<file path="config.mk">
export PLATFORM = sky130hd
export DESIGN_NAME = lm32_dtlb_walker
export DESIGN_NICKNAME = d
export VERILOG_FILES = /design/src/rtl/lm32_dtlb_walker_pkg.sv /design/src/rtl/lm32_dtlb_walker.sv
export SDC_FILE = /design/constraint.sdc
export NUM_CORES = 1
export LEC_CHECK = 0
export BUFFER_PORTS_ARGS = -buffer_cell sky130_fd_sc_hd__buf_2
export CORE_ASPECT_RATIO = 1.75
export CORE_MARGIN = 3
export CORE_UTILIZATION = 42
export CTS_BUF_LIST = sky130_fd_sc_hd__clkbuf_4 sky130_fd_sc_hd__clkbuf_8
export DETAILED_ROUTE_END_ITERATION = 10
export MAX_ROUTING_LAYER = met4
export PLACE_DENSITY_LB_ADDON = 0.12
export SETUP_SLACK_MARGIN = 0.4
export SYNTH_ARGS = -nofsm -noshare
export SYNTH_HDL_FRONTEND = slang
export SYNTH_SLANG_ARGS = --single-unit
export TNS_END_PERCENT = 50
</file>
<file path="constraint.sdc">
create_clock -name clk_i -period 2.15 [get_ports clk_i]
set_clock_uncertainty 0.2 [all_clocks]
set_input_delay 0.43 -clock clk_i [delete_from_list [all_inputs] [get_ports clk_i]]
set_output_delay 0.43 -clock clk_i [all_outputs]
set_load 0.01 [all_outputs]
</file>
<file path="src/rtl/lm32_dtlb_walker_pkg.sv">
// lm32_dtlb_walker_pkg: shared walker state encoding, PTE layout and page-offset helper
package lm32_dtlb_walker_pkg;

    typedef enum logic [1:0] {ST_IDLE, ST_BUS, ST_UPDATE, ST_FAULT} state_e;

    localparam int PTE_V = 0;

    function automatic int offset_width(input int page_size);
        return $clog2(page_size);
    endfunction

endpackage

</file>
<file path="src/rtl/lm32_dtlb_walker.sv">
// lm32_dtlb_walker: single-level hardware page walker that refills the LM32 DTLB on a miss
module lm32_dtlb_walker
    import lm32_dtlb_walker_pkg::*;
#(
    parameter int page_size      = 4096,
    parameter int timeout_cycles = 255
) (
    input  logic        clk_i,
    input  logic        rst_i,
    input  logic        enable,
    input  logic        miss_valid,
    input  logic [31:0] miss_addr,
    input  logic [31:0] ptbr,
    input  logic [31:0] d_dat_i,
    input  logic        d_ack_i,
    input  logic        d_err_i,
    output logic [31:0] d_adr_o,
    output logic        d_cyc_o,
    output logic        d_stb_o,
    output logic        tlb_we,
    output logic [31:0] tlb_vaddr,
    output logic [31:0] tlb_paddr,
    output logic        busy,
    output logic        fault,
    output logic [31:0] fault_addr
);

    localparam int          OFF_W    = offset_width(page_size);
    localparam logic [31:0] OFF_MASK = 32'(page_size - 1);
    localparam logic [7:0]  TMO      = 8'(timeout_cycles);

    state_e      state_q, state_d;
    logic [31:0] addr_q, addr_d;
    logic [31:0] pte_q, pte_d;
    logic [31:0] fault_addr_q, fault_addr_d;
    logic [7:0]  cnt_q, cnt_d;
    logic        hold_q, hold_d;
    logic [31:0] vpn_full;
    logic        unused_bits;

    always_ff @(posedge clk_i) begin
        if (rst_i) begin
            state_q      <= ST_IDLE;
            addr_q       <= '0;
            pte_q        <= '0;
            fault_addr_q <= '0;
            cnt_q        <= '0;
            hold_q       <= 1'b0;
        end else begin
            state_q      <= state_d;
            addr_q       <= addr_d;
            pte_q        <= pte_d;
            fault_addr_q <= fault_addr_d;
            cnt_q        <= cnt_d;
            hold_q       <= hold_d;
        end
    end

    always_comb begin
        state_d = state_q;
        addr_d  = addr_q;
        pte_d   = pte_q;
        cnt_d   = cnt_q;
        hold_d  = 1'b0;
        case (state_q)
            ST_IDLE: if (enable && miss_valid && !hold_q) begin
                state_d = ST_BUS;
                addr_d  = miss_addr;
                cnt_d   = '0;
            end
            ST_BUS: begin
                cnt_d = (cnt_q == 8'hFF) ? cnt_q : cnt_q + 8'd1;
                if (d_err_i) state_d = ST_FAULT;
                else if (d_ack_i) begin
                    pte_d   = d_dat_i;
                    state_d = d_dat_i[PTE_V] ? ST_UPDATE : ST_FAULT;
                end else if (cnt_d == TMO) state_d = ST_FAULT;
            end
            // The first IDLE cycle after a refill is blind so the DTLB can drop its stale miss.
            ST_UPDATE: begin
                state_d = ST_IDLE;
                hold_d  = 1'b1;
            end
            default: state_d = ST_IDLE;
        endcase
        fault_addr_d = (state_q == ST_BUS && state_d == ST_FAULT) ? addr_q : fault_addr_q;
    end

    always_comb begin
        vpn_full   = addr_q >> OFF_W;
        d_cyc_o    = state_q == ST_BUS;
        d_stb_o    = d_cyc_o;
        d_adr_o    = d_cyc_o ? {ptbr[31:22], vpn_full[19:0], 2'b00} : '0;
        tlb_we     = state_q == ST_UPDATE;
        tlb_vaddr  = tlb_we ? ((addr_q & ~OFF_MASK) | 32'd1) : '0;
        tlb_paddr  = tlb_we ? ((pte_q & ~OFF_MASK) | 32'd1) : '0;
        busy       = state_q != ST_IDLE;
        fault      = state_q == ST_FAULT;
        fault_addr = fault_addr_q;
    end

    assign unused_bits = ^{ptbr[21:0], vpn_full[31:20]};

endmodule

</file>
# Word-level counts from Yosys, hierarchy flattened
# Index checks and enable logic that the tools add are counted.
# word_totals
ff_bits,107
out_inout_bits,133
elab_cells,38
# op_classes
n_bitwise,1
n_reduce_logical,10
add_sub_neg,1
eq_ne,7
n_mux,13
# ops
operator,count
two-way mux 32 bit,3
equality test 8 bit (second input constant),2
two-way mux 8 bit,2
one-hot mux 8 bit (2 select lines),1
adder 8 x 1 -> 8 bit (second input constant),1
two-way mux 2 bit,4
equality test 2 bit (second input constant),3
one-hot mux 2 bit (2 select lines),1
AND reduction 2 bit,2
nonzero test 2 bit,2
logical AND 1 bit,3
AND reduction 3 bit,1
equality test 2 x 1 -> 1 bit (second input constant),1
logical NOT 2 bit,1
two-way mux 1 bit,2
!= test 2 bit (second input constant),1
logical NOT 1 bit,1
NOT 1 bit,1

# Depth between registers and ports, before layout
# Gate-level depths: netlist of the first run.
# depth
depth_word,9
depth_mapped,9

# Least setup slack after synthesis of the first run
# OpenSTA, ideal clock, no wires.
# synth_timing
path_kind,register to register
startpoint,reg cnt_q[0]
endpoint,"reg fault_addr_q[10], in the netlist fault_addr[10]"
setup_ns,0.072
arrival_time_ns,2.018
path_stages_with_launch,9
path_slack_ns,-0.139
cell_sequence,dfxtp_1 ha_1 and3_1 and3_1 xor2_1 a221oi_2 nor3_4 buf_8 mux2i_1
# synth_between
elab_chain_len,9
elab_cells_between_ends,10
cone_classes,add/sub (1); eq/ne (3); mux (5); reduce/logical (1)
# synth_lines
item,line_no,rtl
start: declaration,lm32_dtlb_walker.sv:36,"logic [7:0] cnt_q, cnt_d;"
start signal: assignment,lm32_dtlb_walker.sv:54,cnt_q <= cnt_d;
adder 8 x 1 -> 8 bit / equality test 8 bit (equally long branches),lm32_dtlb_walker.sv:72,cnt_d = (cnt_q == 8'hFF) ? cnt_q : cnt_q + 8'd1;
two-way mux 8 bit (*),lm32_dtlb_walker.sv:72,
equality test 8 bit (*),lm32_dtlb_walker.sv:77,end else if (cnt_d == TMO) state_d = ST_FAULT;
two-way mux 2 bit (*),lm32_dtlb_walker.sv:77,
two-way mux 2 bit (*),lm32_dtlb_walker.sv:74,else if (d_ack_i) begin
two-way mux 2 bit (*),lm32_dtlb_walker.sv:73,if (d_err_i) state_d = ST_FAULT;
one-hot mux 2 bit (2 select lines) (*),lm32_dtlb_walker.sv:65,case (state_q)
equality test 2 bit (*),lm32_dtlb_walker.sv:86,fault_addr_d = (state_q == ST_BUS && state_d == ST_FAULT) ? addr_q : fault_addr_q;
logical AND 1 bit (*),lm32_dtlb_walker.sv:86,
end signal: assignment,lm32_dtlb_walker.sv:53,fault_addr_q <= fault_addr_d;
end: declaration,lm32_dtlb_walker.sv:35,"logic [31:0] fault_addr_q, fault_addr_d;"
# Mark *: on every way between the ends. The rest lies on a longest branch, timed or not.
# A chain may end at the register's enable or synchronous reset.

# Worst setup path in the final report of the first run
# layout_timing
startpoint,reg cnt_q[0]
endpoint,"reg fault_addr_q[30], in the netlist fault_addr[30]"
# The elaborated chain is that of the path after synthesis.

==> key figures, run 1 <==
Run status
  – Status: complete, but fails checks
  – Violated checks: negative setup slack

Clocking
  – Sink Count: 95
  – Max clock buf depth: 2
  – Num CTS Buffers: 9
  – Root buf cell: clkbuf_8
  – CTS tree: built
  – Clock Pin Slew Worst Setup and Hold Paths: ~0.10 ns
  – H-tree Lvls: 3
  – Worst skew pair latency: 0.37 ns
  – CTS Hold Bufs: 0

Floorplan
  – Cell Rows: 49
  – Core region area: between 10,000 and 15,000 µm²
  – Initial core utilization: 0.435
  – Die Y: 143 µm
  – I/O pins: about 240
  – Die Area: 12,100 µm²
  – Die X: approximately 85 µm

Worst setup path
  – CP delay by family, top: buffers and inverters
  – Worst setup EP type: flip-flop
  – CP bufs+invs: 4
  – CP arrival: 2.33 ns
  – Worst path cell trace: buf_4 > and4_1 > nand4_1 > mux2_2 > a31oi_2 > nor3_4 > buf_12 > buf_6 > buf_6 > mux2i_1
  – RR Endpoint: fault_addr[30]
  – Worst EP required: around 2.2 ns
  – R2R Path Start: cnt_q[0]
  – R2R depth: 10
  – Flop2flop setup slack: -0.12 ns
  – Crit path max-delay cell type: dfxtp_4
  – Worst path most repeated cell: buf_6
  – Critical path's largest stage delay: 0.37 ns
  – Crit start category: flip-flop
  – Crit path max fanout: 5
  – WS Path Type: flip-flop to flip-flop

Global route
  – Vias in the first global route: about 4,300
  – Largest net degree at the start of global routing: 55
  – First-pass GRT wire length: around 21 mm
  – GRT overflow: 0
  – Initial antenna violation count: 0
  – GR Util All Layers: 0.227

Placed design
  – I/O Buffers: ~180
  – GP Congestion: about 0.91
  – DP Wirelength: 8.52 mm
  – Worst slack, placed: -0.173 ns

Synthesis
  – Register area share after synthesis: 0.419
  – Top FF cell, synth: dfxtp_1
  – Distinct cells, synth: 36
  – Post-Syn Instances: about 550
  – Mapped Area: ~4500 µm²
  – Post-synth EDFFs: 0
  – Yosys warning count: 0
  – FFs w/ async S/R, synth: 0
  – Average size of a mapped cell: ~8.2 µm²
  – Synthesized flop and latch total: 95

Job
  – Max-Cap Viols: 0

Detailed routing
  – Final wirelength: roughly 14 mm
  – DR vias: about 4,400
  – Vias per inst: 5.01
  – DRC Markers: 0
  – DRT Pass-1 Iters: 4
  – WL/cell: roughly 16 µm
  – Iter 0 DRT Violations: 154
  – Post-route antenna net violation count: 0

STA
  – Setup TNS: -2.92 ns
  – Max-slew violations: 0
  – Hold Vio Cnt, Final: 0
  – Period minus WS final: around 2.3 ns
  – Final setup viols: 46
  – RSZ-0062 raised after global routing: true
  – Period Utilization, post-route: 1.06
  – Post-route setup slack: -0.120 ns
  – Max Clock Freq: roughly 440 MHz

Worst hold path
  – Hold Path Sink: addr_q[5]
  – WHS Path Cells: 3
  – Hold_sp: miss_addr[5]
  – HP Class: primary input to flip-flop

Pwr
  – Leak pwr: approximately 3.0 nW
  – Power per cell area: a little over 500 nW/µm²
  – Worst IR Drop VDD: around 390 µV
  – Overall power: 3.59 mW

Cells and area
  – ANT cells: 0
  – Layout cells sized above 1: 0.433
  – Area Growth Syn to Fin: 54.0%
  – Final nets: roughly 850
==> where the power goes <==
group | leakage, nW | internal (mW) | switching (mW)
Sequential | 0.772 | 1.80 | 0.0321
Clock | 0.111 | 0.613 | 0.640
Combinational | 2.14 | 0.260 | 0.245
==> per-layer routing <==
layer | vias to the layer above | track usage | share of wire
met2 | 164 | 0.394 | 0.54
met5 | - | - | 0
met4 | 0 | 0.118 | 0.042
met3 | 37 | 0.0476 | 0.056
li1 | 2136 | - | -
met1 | 2085 | 0.241 | 0.37
==> stage by stage <==
step | hold slack, ns | cell area [µm²] | utilization | cells
after detailed placement | 0.244 | 5570 | 0.534 | 840
after global placement | 0.238 | 5570 | 0.534 | 840
after CTS | 0.0721 | 6550 | 0.628 | 879
after floorplan | 0.232 | 4690 | - | 574
final | 0.0865 | 6990 | 0.670 | 883
after global routing | 0.0728 | 6990 | 0.670 | 883
==> area by class of cell <==
type	instances	area, µm²
Fill cell	863	3440
Sequential cell	95	1910
Clock inverter	5	62.6
Clock buffer	11	151
Multi-Input combinational cell	413	2610
Inverter	1	11.3
Timing Repair Buffer	231	2080
Tap cell	127	159
==> synth_stat cells, types with 2 or more instances <==
cell type,instances,area (µm²)
a31oi_1,2,12.5
mux2i_1,33,330
a21oi_1,58,290
nand3_1,4,20.0
and2_1,72,450
buf_8,3,45.0
xor2_1,2,17.5
nor2_1,7,26.3
clkbuf_1,33,124
nand2b_1,66,413
nor4_1,2,12.5
o21ai_0,3,15.0
dfxtp_1,95,1900
nor3_1,4,20.0
and3_1,2,12.5
a311oi_1,2,17.5
nor2b_1,4,25.0
buf_2,2,10.0
and4_1,4,35.0
nand2_1,111,417
buf_4,27,203
==> worst reg2reg max path, stage by stage, from the launching register on <==
cell and delay (ns):
dfxtp_4 0.37, buf_4 0.13, and4_1 0.26, nand4_1 0.15
mux2_2 0.31, a31oi_2 0.22, nor3_4 0.07, buf_12 0.16
buf_6 0.11, buf_6 0.10, mux2i_1 0.10
==> flip-flops by register name (all words and copies together) (netlist names) <==
register	flops
hold_q	1
pte_q	20
addr_q	32
state_q	2
fault_addr	32
cnt_q	8
==> what timing repair did <==
item                                    in CTS  in global routing
resized for setup                           92                 84
endpoints found under the setup margin     134                134
gates cloned                                11                  3
pin swaps                                   25                 22
buffers inserted                            12                  1
==> worst max-delay path by stage <==
stage                  start        endpoint  slack [ns]  cells past startpoint
global route        cnt_q[0]   fault_addr[1]       -0.22                      9
global placement    cnt_q[2]  fault_addr[28]       -0.12                      7
floorplan           cnt_q[1]  fault_addr[10]       -0.02                      8
finish              cnt_q[0]  fault_addr[30]       -0.12                     10
detailed placement  cnt_q[2]   fault_addr[8]       -0.17                      7
CTS                 cnt_q[0]  fault_addr[30]       -0.13                     10
==> cells by family after synthesis <==
group / synth area share
compound gates: 0.0811
fa+ha+maj: 0.00276
buf+inv: 0.0850
other cells: 0.000827
simple gates: 0.332
mux: 0.0753
flops: 0.419
xor+xnor: 0.00386
==> cell usage in the layout, fill, tap and decap left out, drive strengths merged, types with 5 or more instances in the layout <==
cell      n
and2     72
nand2b   66
conb     24
buf     227
nor3      5
clkbuf   14
mux2i    33
dfxtp    95
nor2      7
nand2   111
a21oi    58
Power figures use the tool's default switching activity.
==> inputs of run 2 (changes only) <==
--- a/config.mk
+++ b/config.mk
@@ -12,8 +12,9 @@
 export CTS_BUF_LIST = sky130_fd_sc_hd__clkbuf_4 sky130_fd_sc_hd__clkbuf_8
 export DETAILED_ROUTE_END_ITERATION = 10
 export MAX_ROUTING_LAYER = met4
-export PLACE_DENSITY_LB_ADDON = 0.12
+export PLACE_DENSITY = 0.83
 export SETUP_SLACK_MARGIN = 0.4
+export SKIP_CTS_REPAIR_TIMING = 1
 export SYNTH_ARGS = -nofsm -noshare
 export SYNTH_HDL_FRONTEND = slang
 export SYNTH_SLANG_ARGS = --single-unit
==> key figures, run 2 (synthesized netlist as in run 1, its figures left out) <==
Clocking
  – Root buf cell: clkbuf_8
  – Worst skew pair latency: between 0.3 and 0.4 ns
  – CTS tree: built
  – Num CTS Buffers: 9
  – Clock Pin Slew Worst Setup and Hold Paths: around 0.1 ns
  – Max clock buf depth: 2
  – H-tree Lvls: 3
  – Sink Count: 95

Cells and area
  – Layout cells sized above 1: 0.498
  – Fillcell total: between 800 and 900
  – Most common cell after layout, fill and taps aside: buf_2
  – Final Core Density: 0.686
  – Area Growth Syn to Fin: 57.6%
  – Most frequent cells in the layout: 127 x buf_2, 89 x dfxtp_1, 84 x nand2_1
  – ANT cells: 0
  – Final nets: 857
  – Post-Layout Inst Area: roughly 7100 µm²

Worst setup path
  – Flop2flop setup slack: -0.22 ns
  – CP arrival: 2.44 ns
  – CP delay by family, top: multiplexers
  – Worst setup EP type: flip-flop
  – Worst path cell trace: and4_4 > nand4_1 > mux2_4 > a31oi_4 > buf_6 > nor3_4 > buf_6 > clkbuf_16 > mux2i_1
  – Crit path max-delay cell type: dfxtp_4
  – CP bufs+invs: 3
  – Crit start category: flip-flop
  – Worst path most repeated cell: buf_6
  – Critical path's largest stage delay: just under 0.4 ns
  – WS Path Type: flip-flop to flip-flop
  – Crit path max fanout: 6
  – Worst EP required: about 2.2 ns

Placed design
  – I/O Buffers: approximately 180
  – GP Congestion: 0.857
  – DP Wirelength: 8.50 mm
  – Worst slack, placed: -0.184 ns
  – Placed Area: 5560 µm²

Detailed routing
  – DRT Pass-1 Iters: 4
  – Final wirelength: between 15 and 20 mm
  – Vias per inst: ~5.0
  – DRC Markers: 0
  – DR vias: ~4,400
  – Top routing layer in use: met4
  – Metal2 WL: ~8.3 mm
  – WL/cell: 17.0 µm
  – Iter 0 DRT Violations: 143
  – Post-route antenna net violation count: 0
  – DRT met1 WL: between 5 and 6 mm
  – Routed wl met3: roughly 820 µm

Pwr
  – Overall power: around 3.7 mW
  – Worst IR Drop VDD: between 400 and 500 µV
  – Leak pwr: 3.04 nW
  – Power per cell area: around 510 nW/µm²

Job
  – Max-Cap Viols: 0

STA
  – Post-route setup slack: -0.218 ns
  – Max-slew violations: 0
  – Period minus WS final: 2.37 ns
  – Hold Vio Cnt, Final: 0
  – RSZ-0062 raised after global routing: true
  – Period Utilization, post-route: 1.10
  – Final setup viols: 42
  – Max Clock Freq: about 420 MHz

Worst hold path
  – HP Class: primary input to flip-flop

Floorplan
  – Die X: roughly 85 µm
  – Die Area: 12,100 µm²
  – Core region area: roughly 10,000 µm²
  – Initial core utilization: 0.435
  – Cell Rows: a little under 50
  – I/O pins: 235
  – Die Y: around 140 µm

Global route
  – First-pass GRT wire length: about 18 mm
  – Vias in the first global route: between 3,000 and 4,000
  – GRT overflow: 0
  – GR Util All Layers: 0.193
  – Largest net degree at the start of global routing: just under 50
  – Initial antenna violation count: 0

Run status
  – Violated checks: negative setup slack
  – Status: complete, but fails checks
-- run 2: worst min-delay path, cell delays in order --
cell     delay [ns]
buf_2          0.10
nand2_1        0.04
a21oi_1        0.05
-- run 2: through the flow --
| stage | cells | TNS, ns | hold WS [ns] |
|---|---|---|---|
| 2_1_floorplan | 574 | -0.649 | 0.232 |
| 3_3_place_gp | 839 | -2.44 | 0.237 |
| 3_5_place_dp | 839 | -4.78 | 0.243 |
| 4_1_cts | 855 | -7.95 | 0.0753 |
| 5_1_grt | 886 | -7.61 | 0.0777 |
| 6_report | 886 | -4.27 | 0.0955 |
-- run 2: routing by layer --
metal  vias up  GRT usage
met5         -          -
met4         0     0.0926
met3        42     0.0247
met2       191      0.342
met1      2075      0.211
li1       2141          -
-- run 2: worst paths after layout --
kind | cells after the start | endpoint | startpoint
min | 3 | addr_q[9] | miss_addr[9]
max | 9 | fault_addr[24] | cnt_q[1]
min reg2reg | 2 | pte_q[21] | pte_q[21]
max reg2reg | 9 | fault_addr[24] | cnt_q[1]
-- run 2: area by class of cell --
cell class	instances	area (µm²)	area share
clock buffer	9	124	0.0173
clock inverter	7	96.3	0.0135
inverter	1	6.26	0.000875
multi-input combinational	413	2870	0.401
sequential	95	1920	0.269
tap	127	159	0.0222
timing repair buffer	234	1970	0.276
-- run 2: where the power goes --
group	switching [mW]	leakage, nW	internal [mW]
combinational	0.262	2.16	0.271
clock	0.651	0.102	0.657
sequential	0.0383	0.773	1.80
total	0.951	3.04	2.72
